### src/rtl/rdp_pkg.sv
// Shared definitions for the RAM read-path blocks: FSM encoding and
// buffering credit constants used by the reader and its skid FIFO.
package rdp_pkg;

  typedef enum logic [1:0] {
    ST_IDLE  = 2'd0,
    ST_READ  = 2'd1,
    ST_DRAIN = 2'd2
  } rd_state_t;

  localparam int FIFO_DEPTH  = 2;
  localparam int COUNT_WIDTH = 2;

  // Buffered words plus the word still returning from the RAM must fit the FIFO.
  function automatic logic credit_avail(input logic [COUNT_WIDTH-1:0] occupancy,
                                        input logic in_flight);
    return ({1'b0, occupancy} + {2'b00, in_flight}) < 3'(FIFO_DEPTH);
  endfunction

endpackage

### src/rtl/stream_skid_fifo.sv
// Two-entry FIFO between the registered RAM read port and the stream output.
// Simultaneous push and pop are allowed in every state.
module stream_skid_fifo
  import rdp_pkg::*;
#(
  parameter int DATA_WIDTH = 8
) (
  input  logic                   clk,
  input  logic                   rst,
  input  logic                   push,
  input  logic [DATA_WIDTH-1:0]  push_data,
  input  logic                   pop,
  output logic [COUNT_WIDTH-1:0] count,
  output logic [DATA_WIDTH-1:0]  out_data,
  output logic                   out_valid
);

  logic                   wr_ptr_reg;
  logic                   rd_ptr_reg;
  logic [COUNT_WIDTH-1:0] count_reg;
  logic                   do_push;
  logic                   do_pop;
  logic [DATA_WIDTH-1:0]  entry_data [FIFO_DEPTH];

  assign do_pop  = pop && (count_reg != '0);
  assign do_push = push && ((count_reg != COUNT_WIDTH'(FIFO_DEPTH)) || do_pop);

  generate
    for (genvar gi = 0; gi < FIFO_DEPTH; gi++) begin : gen_entry
      logic [DATA_WIDTH-1:0] data_reg;

      always_ff @(posedge clk) begin
        if (rst) begin
          data_reg <= '0;
        end else if (do_push && (wr_ptr_reg == 1'(gi))) begin
          data_reg <= push_data;
        end
      end

      assign entry_data[gi] = data_reg;
    end
  endgenerate

  always_ff @(posedge clk) begin
    if (rst) begin
      wr_ptr_reg <= 1'b0;
      rd_ptr_reg <= 1'b0;
      count_reg  <= '0;
    end else begin
      if (do_push) begin
        wr_ptr_reg <= ~wr_ptr_reg;
      end
      if (do_pop) begin
        rd_ptr_reg <= ~rd_ptr_reg;
      end
      case ({do_push, do_pop})
        2'b10:   count_reg <= count_reg + COUNT_WIDTH'(1);
        2'b01:   count_reg <= count_reg - COUNT_WIDTH'(1);
        default: count_reg <= count_reg;
      endcase
    end
  end

  assign out_data  = entry_data[rd_ptr_reg];
  assign out_valid = (count_reg != '0);
  assign count     = count_reg;

endmodule

### src/rtl/ram_stream_reader.sv
// Reads a burst of consecutive RAM words through a 1-cycle-latency read port
// and streams them out with valid/ready flow control.
module ram_stream_reader
  import rdp_pkg::*;
#(
  parameter int DATA_WIDTH  = 8,
  parameter int ADDRS_WIDTH = 4
) (
  input  logic                   clk,
  input  logic                   rst,
  input  logic                   start,
  input  logic [ADDRS_WIDTH-1:0] base_addrs,
  input  logic [ADDRS_WIDTH:0]   len,
  output logic                   busy,
  output logic                   done,
  output logic                   ram_rdn,
  output logic [ADDRS_WIDTH-1:0] ram_addrs,
  input  logic [DATA_WIDTH-1:0]  ram_data,
  output logic [DATA_WIDTH-1:0]  m_data,
  output logic                   m_valid,
  input  logic                   m_ready
);

  rd_state_t              state_reg;
  rd_state_t              state_next;
  logic [ADDRS_WIDTH-1:0] addr_reg;
  logic [ADDRS_WIDTH:0]   reads_left_reg;
  logic                   in_flight_reg;
  logic                   done_reg;
  logic                   done_next;
  logic [COUNT_WIDTH-1:0] fifo_count;
  logic                   pop;
  logic                   accept;
  logic                   zero_burst;
  logic                   last_read;
  logic                   last_beat;

  assign pop        = m_valid && m_ready;
  assign accept     = (state_reg == ST_IDLE) && start && (len != '0);
  assign zero_burst = (state_reg == ST_IDLE) && start && (len == '0);
  assign last_read  = ram_rdn && (reads_left_reg == (ADDRS_WIDTH + 1)'(1));
  // Final beat: FIFO holds one word, nothing more returning from the RAM.
  assign last_beat  = pop && (fifo_count == COUNT_WIDTH'(1)) && !in_flight_reg;

  always_ff @(posedge clk) begin
    if (rst) begin
      state_reg <= ST_IDLE;
    end else begin
      state_reg <= state_next;
    end
  end

  always_comb begin
    state_next = state_reg;
    case (state_reg)
      ST_IDLE:  if (accept)    state_next = ST_READ;
      ST_READ:  if (last_read) state_next = ST_DRAIN;
      ST_DRAIN: if (last_beat) state_next = ST_IDLE;
      default:                 state_next = ST_IDLE;
    endcase
  end

  always_comb begin
    ram_rdn   = 1'b0;
    busy      = 1'b0;
    done_next = 1'b0;
    case (state_reg)
      ST_IDLE: begin
        done_next = zero_burst;
      end
      ST_READ: begin
        busy    = 1'b1;
        ram_rdn = !rst && (credit_avail(fifo_count, in_flight_reg) || pop);
      end
      ST_DRAIN: begin
        busy      = 1'b1;
        done_next = last_beat;
      end
      default: begin
        busy = 1'b0;
      end
    endcase
  end

  // Clearing the in-flight flag on reset drops any word still returning.
  always_ff @(posedge clk) begin
    if (rst) begin
      addr_reg       <= '0;
      reads_left_reg <= '0;
      in_flight_reg  <= 1'b0;
      done_reg       <= 1'b0;
    end else begin
      in_flight_reg <= ram_rdn;
      done_reg      <= done_next;
      if (accept) begin
        addr_reg       <= base_addrs;
        reads_left_reg <= len;
      end else if (ram_rdn) begin
        addr_reg       <= addr_reg + ADDRS_WIDTH'(1);
        reads_left_reg <= reads_left_reg - (ADDRS_WIDTH + 1)'(1);
      end
    end
  end

  assign ram_addrs = addr_reg;
  assign done      = done_reg;

  stream_skid_fifo #(
    .DATA_WIDTH(DATA_WIDTH)
  ) u_fifo (
    .clk      (clk),
    .rst      (rst),
    .push     (in_flight_reg),
    .push_data(ram_data),
    .pop      (pop),
    .count    (fifo_count),
    .out_data (m_data),
    .out_valid(m_valid)
  );

endmodule

### config.mk
export PLATFORM = sky130hd
export DESIGN_NAME = ram_stream_reader
export DESIGN_NICKNAME = d
export VERILOG_FILES = /design/src/rtl/rdp_pkg.sv /design/src/rtl/stream_skid_fifo.sv /design/src/rtl/ram_stream_reader.sv
export SDC_FILE = /design/constraint.sdc
export NUM_CORES = 1
export LEC_CHECK = 0
export CELL_PAD_IN_SITES_DETAIL_PLACEMENT = 1
export CELL_PAD_IN_SITES_GLOBAL_PLACEMENT = 1
export CORE_MARGIN = 2
export CORE_UTILIZATION = 39
export DETAILED_ROUTE_END_ITERATION = 10
export PLACE_DENSITY_LB_ADDON = 0.1
export SETUP_SLACK_MARGIN = 0.05
export SLEW_MARGIN = 20
export SYNTH_ARGS = -nofsm -noshare
export SYNTH_HDL_FRONTEND = slang
export SYNTH_SLANG_ARGS = --single-unit
### constraint.sdc
create_clock -name clk -period 2.15 [get_ports clk]
set_input_delay 0.43 -clock clk [delete_from_list [all_inputs] [get_ports clk]]
set_output_delay 0.43 -clock clk [all_outputs]
set_load 0.005 [all_outputs]
# --- Word level (Yosys, flattened, before mapping) ---
# Index checks and enable logic that the tools add are counted.
totals:
  input_bits: 21
  regBits: 33
  wordCells: 69
  out_inout_bits: 16
op_classes:
  reduce_logical: 24
  n_eq_ne: 10
  order_cmp: 2
  addsub: 5
  muxes: 15
  bitwise: 3
ops:
  columns: ["cell", "n"]
  rows:
  - ["2-to-1 mux 8 bit", 3]
  - ["logical AND 1 bit", 12]
  - ["2-to-1 mux 5 bit", 2]
  - ["2-to-1 mux 4 bit", 2]
  - ["!= test 2 bit (second input constant)", 4]
  - ["== test 2 x 1 -> 1 bit (second input constant)", 3]
  - ["2-to-1 mux 2 bit", 3]
  - ["one-hot mux 2 bit (3 select lines)", 1]
  - ["nonzero test 2 bit", 3]
  - ["== test 5 x 1 -> 1 bit (second input constant)", 1]
  - ["zero test 5 bit", 1]
  - ["nonzero test 5 bit", 1]
  - ["subtractor 5 x 1 -> 5 bit (second input constant)", 1]
  - ["adder 4 x 1 -> 4 bit (second input constant)", 1]
  - ["== test 2 bit (second input constant)", 2]
  - ["one-hot mux 2 bit (2 select lines)", 1]
  - ["adder 2 x 1 -> 3 bit", 1]
  - ["less-than comparator 3 x 2 -> 1 bit (second input constant)", 1]
  - ["AND reduction 3 bit", 1]
  - ["adder 2 x 1 -> 2 bit (second input constant)", 1]
  - ["greater-or-equal comparator 2 bit (second input constant)", 1]
  - ["zero test 1 bit", 2]
  - ["zero test 2 bit", 1]
  - ["logical OR 1 bit", 2]
  - ["other kinds (6)", 8]

# --- Logic depth before layout (Yosys ltp) ---
# Gate-level depths: netlist (run 1).
logic_depth:
  word_depth: 8
  depth_mapped: 7
  depth_no_buf: 6

# --- Cells and area by module ---
# From an unflattened synthesis (run 1), not the netlist that was laid out.
unflattened:
  cells_unflattened: 191
  hier_area_um2: 1816.7
by_module_without_submodules:
  columns: ["mod", "area_per_inst_um2", "cells_per_inst", "seq_area_each_um2", "instances"]
  rows:
  - ["stream_skid_fifo", 982.2, 104, 400.4, 1]
  - ["ram_stream_reader", 834.6, 87, 260.2, 1]

# --- Worst setup path after synthesis (run 1) ---
# No wires, ideal clock.
synth_path:
  path_type: "reg2reg"
  startpoint: "register u_fifo.count_reg[0] (netlist: u_fifo.count[0])"
  endpoint: "register u_fifo.gen_entry[0].data_reg[7]"
  t_required_ns: 2.022
  setup_slack_ns: 0.390
  path_stages_with_launch: 7
  period_less_slack_ns: 1.760
  arrival_time_ns: 1.633
  setup_ns: 0.128
  n_path_buf: 0
  path_cell_list: "dfxtp_1 > inv_1 > ha_1 > nand2b_1 > a211oi_4 > mux2i_1 > nor2_1"
synth_via:
  elab_chain_cells: 6
  elab_cells_between_ends: 7
  cone_classes: "1 x eq/ne; 6 x reduce/logical"
synth_lines:
  columns: ["element", "line", "source"]
  rows:
  - ["start: declaration", "stream_skid_fifo.sv:20", "logic [COUNT_WIDTH-1:0] count_reg;"]
  - ["start signal: assignment", "stream_skid_fifo.sv:57", "2'b10: count_reg <= count_reg + COUNT_WIDTH'(1);"]
  - ["start signal: assignment", "stream_skid_fifo.sv:58", "2'b01: count_reg <= count_reg - COUNT_WIDTH'(1);"]
  - ["start signal: assignment", "stream_skid_fifo.sv:59", "default: count_reg <= count_reg;"]
  - ["nonzero test 2 bit", "stream_skid_fifo.sv:25, stream_skid_fifo.sv:65", null]
  - ["logical AND 1 bit", "ram_stream_reader.sv:38", "assign pop = m_valid && m_ready;"]
  - ["logical AND 1 bit", "stream_skid_fifo.sv:25", "assign do_pop = pop && (count_reg != '0);"]
  - ["logical OR 1 bit *", "stream_skid_fifo.sv:26", "assign do_push = push && ((count_reg != COUNT_WIDTH'(FIFO_DEPTH)) || do_pop);"]
  - ["logical AND 1 bit *", "stream_skid_fifo.sv:26", null]
  - ["logical AND 1 bit *", "stream_skid_fifo.sv:35", "end else if (do_push && (wr_ptr_reg == 1'(gi))) begin"]
  - ["end signal: assignment", "stream_skid_fifo.sv:36", "data_reg <= push_data;"]
  - ["end: declaration", "stream_skid_fifo.sv:30", "logic [DATA_WIDTH-1:0] data_reg;"]
# Mark *: on every way between the ends. The rest lies on a longest branch, timed or not.
# A chain may end at the register's enable or synchronous reset.

# --- Final worst setup path (run 1) ---
layout_path:
  startpoint: "register u_fifo.rd_ptr_reg"
  endpoint: "output port m_data[2]"
layout_via:
  elab_chain_cells: 4
layout_lines:
  columns: ["element", "line", "source"]
  rows:
  - ["start: declaration", "stream_skid_fifo.sv:19", "logic rd_ptr_reg;"]
  - ["start signal: assignment", "stream_skid_fifo.sv:54", "rd_ptr_reg <= ~rd_ptr_reg;"]
  - ["NOT 1 -> 2 bit (implied by the code)", "stream_skid_fifo.sv:64", "assign out_data = entry_data[rd_ptr_reg];"]
  - ["2-to-1 mux 8 bit (implied by the code) (3 in series)", "stream_skid_fifo.sv:64", null]
  - ["end: declaration", "ram_stream_reader.sv:19", "output logic [DATA_WIDTH-1:0] m_data,"]
# No other way between the ends. The select of a mux whose other input is x is not followed.

==> results of run 1 <==
## per-stage QoR
| step | total power, mW | instance area [µm²] | worst slack, ns | hold WS [ns] | utilization (%) |
|---|---|---|---|---|---|
| after floorplan | 1.43 | 1760 | 0.390 | 0.452 | - |
| after global placement | 1.76 | 2240 | -0.122 | 0.463 | 51.4 |
| after detailed placement | 1.81 | 2240 | -0.127 | 0.487 | 51.4 |
| after CTS | 2.35 | 2350 | 0.107 | 0.500 | 53.9 |
| after global routing | 2.49 | 2350 | 0.0674 | 0.510 | 53.9 |
| final | 2.32 | 2350 | 0.123 | 0.502 | 53.9 |
## cells in the final DEF (no fill, tap or decap), types with 2 or more instances in the layout
cell type / netlist / final
xor2_1: 3 / 3
inv_1: 10 / 10
clkdlybuf4s50_1: 0 / 35
clkbuf_8: 0 / 7
nor3_1: 4 / 4
nor2_1: 28 / 28
o211ai_1: 2 / 2
a21oi_1: 4 / 4
dfxtp_1: 33 / 30
dfxtp_2: 0 / 3
nand2_1: 3 / 3
o211a_1: 2 / 2
buf_4: 1 / 8
xnor2_1: 6 / 6
mux2i_1: 19 / 19
ha_1: 10 / 9
a211oi_2: 4 / 4
a22o_1: 2 / 2
buf_12: 0 / 2
a211oi_1: 5 / 5
mux2_2: 8 / 8
o2111ai_1: 4 / 4
## kinds of logic after synthesis
logic type,Yosys count
simple gates,44
compound gates,34
flops,33
mux,27
buf+inv,19
fa+ha+maj,10
xor+xnor,9
## worst paths after layout
kind                                   start                               to  slack (ns)  cells past startpoint
max                        u_fifo.rd_ptr_reg                        m_data[2]        0.12                      2
min reg2reg  u_fifo.gen_entry[0].data_reg[3]  u_fifo.gen_entry[0].data_reg[3]        0.50                      2
max reg2reg                  u_fifo.count[0]  u_fifo.gen_entry[0].data_reg[1]        0.37                      7
min          u_fifo.gen_entry[0].data_reg[3]  u_fifo.gen_entry[0].data_reg[3]        0.50                      2
## layer usage
metal | part of all wire (%) | GRT usage [%] | up-vias
met1 | 43 | 20.8 | 683
met5 | 0 | 0 | -
li1 | - | - | 708
met3 | 4.1 | 4.78 | 11
met2 | 51 | 33.3 | 31
met4 | 1.9 | 6.92 | 0
## worst min-delay path, stage by stage (launching register included)
cell	delay, ns
dfxtp_1	0.33
mux2i_1	0.07
nor2_1	0.07
## power groups by stage
| stage | Combinational (mW) | Sequential (mW) | Clock, mW |
|---|---|---|---|
| floorplan | 0.627 | 0.802 | 0 |
| global placement | 0.921 | 0.836 | 0 |
| detailed placement | 0.962 | 0.848 | 0 |
| CTS | 0.975 | 0.841 | 0.538 |
| global route | 1.06 | 0.854 | 0.572 |
| finish | 0.961 | 0.840 | 0.521 |
## cell type report
class	count	area, µm²	area share [%]
inverter	10	37.5	1.60
clock buffer	7	96.3	4.10
sequential	33	664	28.3
multi-input combinational	124	1020	43.4
clock inverter	1	5.00	0.213
tap	52	65.1	2.77
timing repair buffer	46	459	19.6
==> results.py, run 1 <==
metrics = {
    "critical_path": {
        "arrival_ns": 1.60,
        "critical_path.slowest_cell": "dfxtp_2",
        "path_max_fanout": 9,
        "start_kind": "flip-flop",
        "path_cells": "mux2_2 -> clkdlybuf4s50_1",
        "critPathBufInv": 1,
        "worstPathRequired_ns": 1.72,
        "crit_type": "reg2out",
        "cpPeakStageDelay_ns": 0.48,
        "critPathTopFamily": "flip-flops",
        "worstSetupEndpointType": "output port",
    },
    "yosys": {
        "synth_cell_types": 41,
        "synth_area_leader_cell": "dfxtp_1",
        "ys_ff_latch": 33,
        "ys_top_cells_by_count": "dfxtp_1, nor2_1, mux2i_1",
        "synthesis.nets": 207,
        "synth_area_leaders": "dfxtp_1, mux2i_1, ha_1",
        "syn_inst": 176,
        "yosysMostFrequentCell": "dfxtp_1",
        "ys.warnings.count": 0,
        "yosysTopAreaCellShare_pct": 37.5,
        "synth-simple-area-share_pct": 12.0,
        "synth_compound_area_share_pct": 18.1,
        "synth_xor_area_share_pct": 4.47,
        "synth-edff-count": 0,
        "synth_mux_area_share_pct": 15.9,
        "synth_top_family_by_area": "compound AO/OA/AOI/OAI gates",
        "syn-cell-area_um2": 1760,
        "synth_ff_type": "dfxtp_1",
        "syn_area_per_cell_um2": 10.0,
        "async_flop_share_pct": 0,
        "seq_area_frac_synth_pct": 37.5,
        "synth_fa_ha_area_share_pct": 7.10,
    },
    "floorplan": {
        "die_area_um2": 5070,
        "num_io_pins": 37,
        "die_y_um": 71.2,
        "dieWidth_um": 71.2,
        "core.rowCount": 24,
        "initial_core_util_pct": 40.5,
        "core-area_um2": 4350,
    },
    "global_routing": {
        "grt_pass1_vias": 1587,
        "overflow": 0,
        "antenna_found_initial": 0,
        "grt_pass1_wl_mm": 7.36,
        "grt_util_all_layers_pct": 18.5,
        "grt_max_degree": 30,
    },
    "power": {
        "p_comb_share_pct": 41.4,
        "p_clk_share_pct": 22.5,
        "net-switching-power_uw": 798,
        "p_leak_nw": 0.950,
        "p_int_mw": 1.52,
        "swShare_pct": 34.4,
        "powerDensity_nw_per_um2": 989,
        "p_seq_share_pct": 36.2,
        "irDropWorstVdd_mv": 0.351,
    },
    "timing": {
        "tns_ns": 0,
        "setup_violations": 0,
        "slew_violations": 0,
        "tightest_slew_ns": 0.414,
        "relSlewSlack_pct": 72.3,
        "clock.fmax_mhz": 493,
        "finalHoldViolCount": 0,
        "period_share_pct": 94.3,
        "rsz0062_at_grt": "no",
        "layout_min_cycle_time_ns": 2.03,
        "clock_skew_ns": 0.00570,
    },
    "placed_design": {
        "dp.cells": 265,
        "place.gp.congestion": 0.772,
        "io_buffers": 36,
        "place_hpwl_mm": 3.26,
    },
    "worst_hold_path": {
        "hold_path.class": "reg2reg",
    },
    "clocking": {
        "post_cts_buffers": 0,
        "cts_hold_buf": 0,
        "cts_made_buffers": 5,
        "ctsResizeCount": 6,
        "clock_latency_ns": 0.28,
        "clockBufferDepth": 2,
        "cts_htree_levels": 2,
        "root_buffer": "clkbuf_8",
        "cts_tree": "yes",
        "clock_sinks": 33,
        "clk_pin_slew_ns": 0.07,
    },
    "drt": {
        "via_per_inst": 5.25,
        "drt_iter0_drc": 49,
        "first_pass_iters": 3,
        "ant_nets": 0,
        "route.detailed.drc": 0,
        "wire_per_inst_um": 15.7,
        "wl_mm": 4.30,
        "via_count": 1433,
    },
    "cells_and_area": {
        "n_fill_cell": 490,
        "antennaDiodeCount": 0,
        "drive_gt1_share_pct": 19.9,
        "nets": 251,
        "largest_reg_flops": 16,
        "layoutNonFillerInstCount": 273,
        "area_growth_pct": 33.1,
    },
    "status": {
        "status": "complete, no violations",
    },
    "run": {
        "cap_violations": 0,
    },
}
Power figures use the tool's default switching activity.
==> run 2, diff against run 1 <==
--- a/config.mk
+++ b/config.mk
@@ -9,8 +9,10 @@
 export CELL_PAD_IN_SITES_GLOBAL_PLACEMENT = 1
 export CORE_MARGIN = 2
 export CORE_UTILIZATION = 39
+export CTS_CLUSTER_DIAMETER = 80
 export DETAILED_ROUTE_END_ITERATION = 10
 export PLACE_DENSITY_LB_ADDON = 0.1
+export REMOVE_ABC_BUFFERS = 1
 export SETUP_SLACK_MARGIN = 0.05
 export SLEW_MARGIN = 20
 export SYNTH_ARGS = -nofsm -noshare
==> constraint.sdc (replaced) <==
create_clock -name clk -period 2.14 [get_ports clk]
set_input_delay 0.428 -clock clk [delete_from_list [all_inputs] [get_ports clk]]
set_output_delay 0.428 -clock clk [all_outputs]
set_load 0.005 [all_outputs]
==> results.py, run 2 (synthesis gave the netlist of run 1 again) <==
metrics = {
    "timing": {
        "tightest_slew_ns": 0.423,
        "layout_min_cycle_time_ns": 1.99,
        "relSlewSlack_pct": 71.5,
        "finalHoldViolCount": 0,
        "clock.fmax_mhz": 503,
        "rsz0062_at_grt": "no",
        "setup_slack_ns": 0.152,
        "slew_violations": 0,
        "clock_skew_ns": 0.0108,
        "period_share_pct": 92.9,
        "setup_violations": 0,
    },
    "clocking": {
        "ctsResizeCount": 6,
        "clock_latency_ns": 0.28,
        "clock_sinks": 33,
        "cts_htree_levels": 2,
        "post_cts_buffers": 0,
        "cts_hold_buf": 0,
        "root_buffer": "clkbuf_8",
        "clockBufferDepth": 2,
        "clk_pin_slew_ns": 0.07,
        "cts_tree": "yes",
        "cts_made_buffers": 5,
    },
    "cells_and_area": {
        "area_growth_pct": 36.2,
        "layout_commonest_cell": "clkdlybuf4s50_1",
        "largest_reg_flops": 16,
        "layout.area.seq_um2": 663,
        "drive_gt1_share_pct": 20.1,
        "multi_input_area_um2": 1020,
        "final_cell_mix": "clkdlybuf4s50_1, dfxtp_1, nor2_1, mux2i_1",
        "nets": 254,
        "antennaDiodeCount": 0,
        "n_fill_cell": 472,
    },
    "run": {
        "cap_violations": 0,
    },
    "worst_hold_path": {
        "min_from": "u_fifo.gen_entry[1].data_reg[6]",
        "hold_path.class": "reg2reg",
    },
    "floorplan": {
        "core.rowCount": 24,
        "core-area_um2": 4350,
        "num_io_pins": 37,
        "die_area_um2": 5070,
        "dieWidth_um": 71.2,
        "die_y_um": 71.2,
        "initial_core_util_pct": 40.5,
    },
    "drt": {
        "wire_per_inst_um": 15.6,
        "ant_nets": 0,
        "drt_iter0_drc": 67,
        "first_pass_iters": 4,
        "route.detailed.drc": 0,
        "wl_mm": 4.31,
        "via_per_inst": 5.24,
        "via_count": 1446,
    },
    "global_routing": {
        "antenna_found_initial": 0,
        "grt_max_degree": 30,
        "grt_util_all_layers_pct": 18.4,
        "grt_pass1_vias": 1562,
        "overflow": 0,
        "grt_pass1_wl_mm": 7.42,
    },
    "critical_path": {
        "crit_type": "reg2out",
        "crit_start": "u_fifo.rd_ptr_reg",
        "worstPathRequired_ns": 1.71,
        "critPathTopFamily": "flip-flops",
        "r2r_start": "u_fifo.count[0]",
        "critPathBufInv": 1,
        "cpPeakStageDelay_ns": 0.46,
        "critical_path.slowest_cell": "dfxtp_2",
        "path_cells": "mux2_2 -> clkdlybuf4s50_1",
        "start_kind": "flip-flop",
        "arrival_ns": 1.56,
        "path_max_fanout": 9,
        "worstSetupEndpointType": "output port",
        "r2r_slack_ns": 0.34,
    },
    "placed_design": {
        "post-place-ws_ns": -0.152,
        "place_hpwl_mm": 3.25,
        "io_buffers": 36,
        "place.gp.congestion": 0.756,
    },
    "power": {
        "net-switching-power_uw": 806,
        "p_leak_nw": 0.978,
        "p_seq_share_pct": 34.3,
        "p_comb_share_pct": 40.9,
        "p_int_mw": 1.64,
        "fin_total_pwr_mw": 2.45,
        "powerDensity_nw_per_um2": 1020,
        "p_clk_share_pct": 24.8,
        "irDropWorstVdd_mv": 0.386,
        "swShare_pct": 32.9,
    },
    "status": {
        "status": "complete, no violations",
    },
}
run 2: changes by cell type in the layout (fill, tap and decap cells not counted):
cell and delta:
clkbuf_1 +1, nor2b_4 +1, dfxtp_2 -1, buf_4 +2, bufinv_16 +1, buf_12 +1, clkinv_2 -1, dfxtp_1 +1
clkbuf_8 -1, nor2b_2 -1
run 2: through the flow:
stage | hold slack [ns] | TNS [ns] | std cells | cell area, µm² | utilization [%]
after floorplan | 0.452 | 0 | 167 | 1710 | -
after global placement | 0.462 | -0.150 | 268 | 2270 | 52.2
after detailed placement | 0.490 | -0.203 | 268 | 2270 | 52.2
after CTS | 0.507 | 0 | 276 | 2400 | 55.1
after global routing | 0.529 | 0 | 276 | 2400 | 55.1
final | 0.497 | 0 | 276 | 2400 | 55.1
run 2: path summary, 6_finish.rpt:
check / end / cells past startpoint
min: u_fifo.gen_entry[1].data_reg[6] / 2
max: m_data[4] / 2
min reg2reg: u_fifo.gen_entry[1].data_reg[6] / 2
max reg2reg: state_reg[0] / 7
run 2: area by class of cell:
class / count / area share, %
Multi-Input combinational cell: 124 / 42.7
Sequential cell: 33 / 27.6
Timing Repair Buffer: 49 / 20.6
Clock buffer: 7 / 3.60
Tap cell: 52 / 2.71
Inverter: 10 / 1.56
Clock inverter: 1 / 1.25
run 2: layer usage:
layer,vias up,part of all wire [%],track usage [%]
met1,695,44,21.9
li1,714,-,-
met4,0,1.0,4.82
met5,-,0,0
met3,4,4.2,5.06
met2,33,51,32.5
run 2: worst reg2reg max path: cells and delay by family, from the launching register on:
kind	cells	cell delay, ns
flip-flops	1	0.36
AND/OR/NAND/NOR	1	0.12
AO/OA/AOI/OAI	2	0.51
multiplexers	1	0.23
buffers and inverters	2	0.28
adder cells (fa/ha/maj)	1	0.23
run 2: power by group through the flow:
stage	Sequential [mW]	Clock (mW)	Combinational (mW)
6_report	0.839	0.608	1.00
5_1_grt	0.857	0.650	1.10
4_1_cts	0.840	0.625	1.01
3_5_place_dp	0.850	0	0.990
3_3_place_gp	0.840	0	0.948
2_1_floorplan	0.821	0	0.576
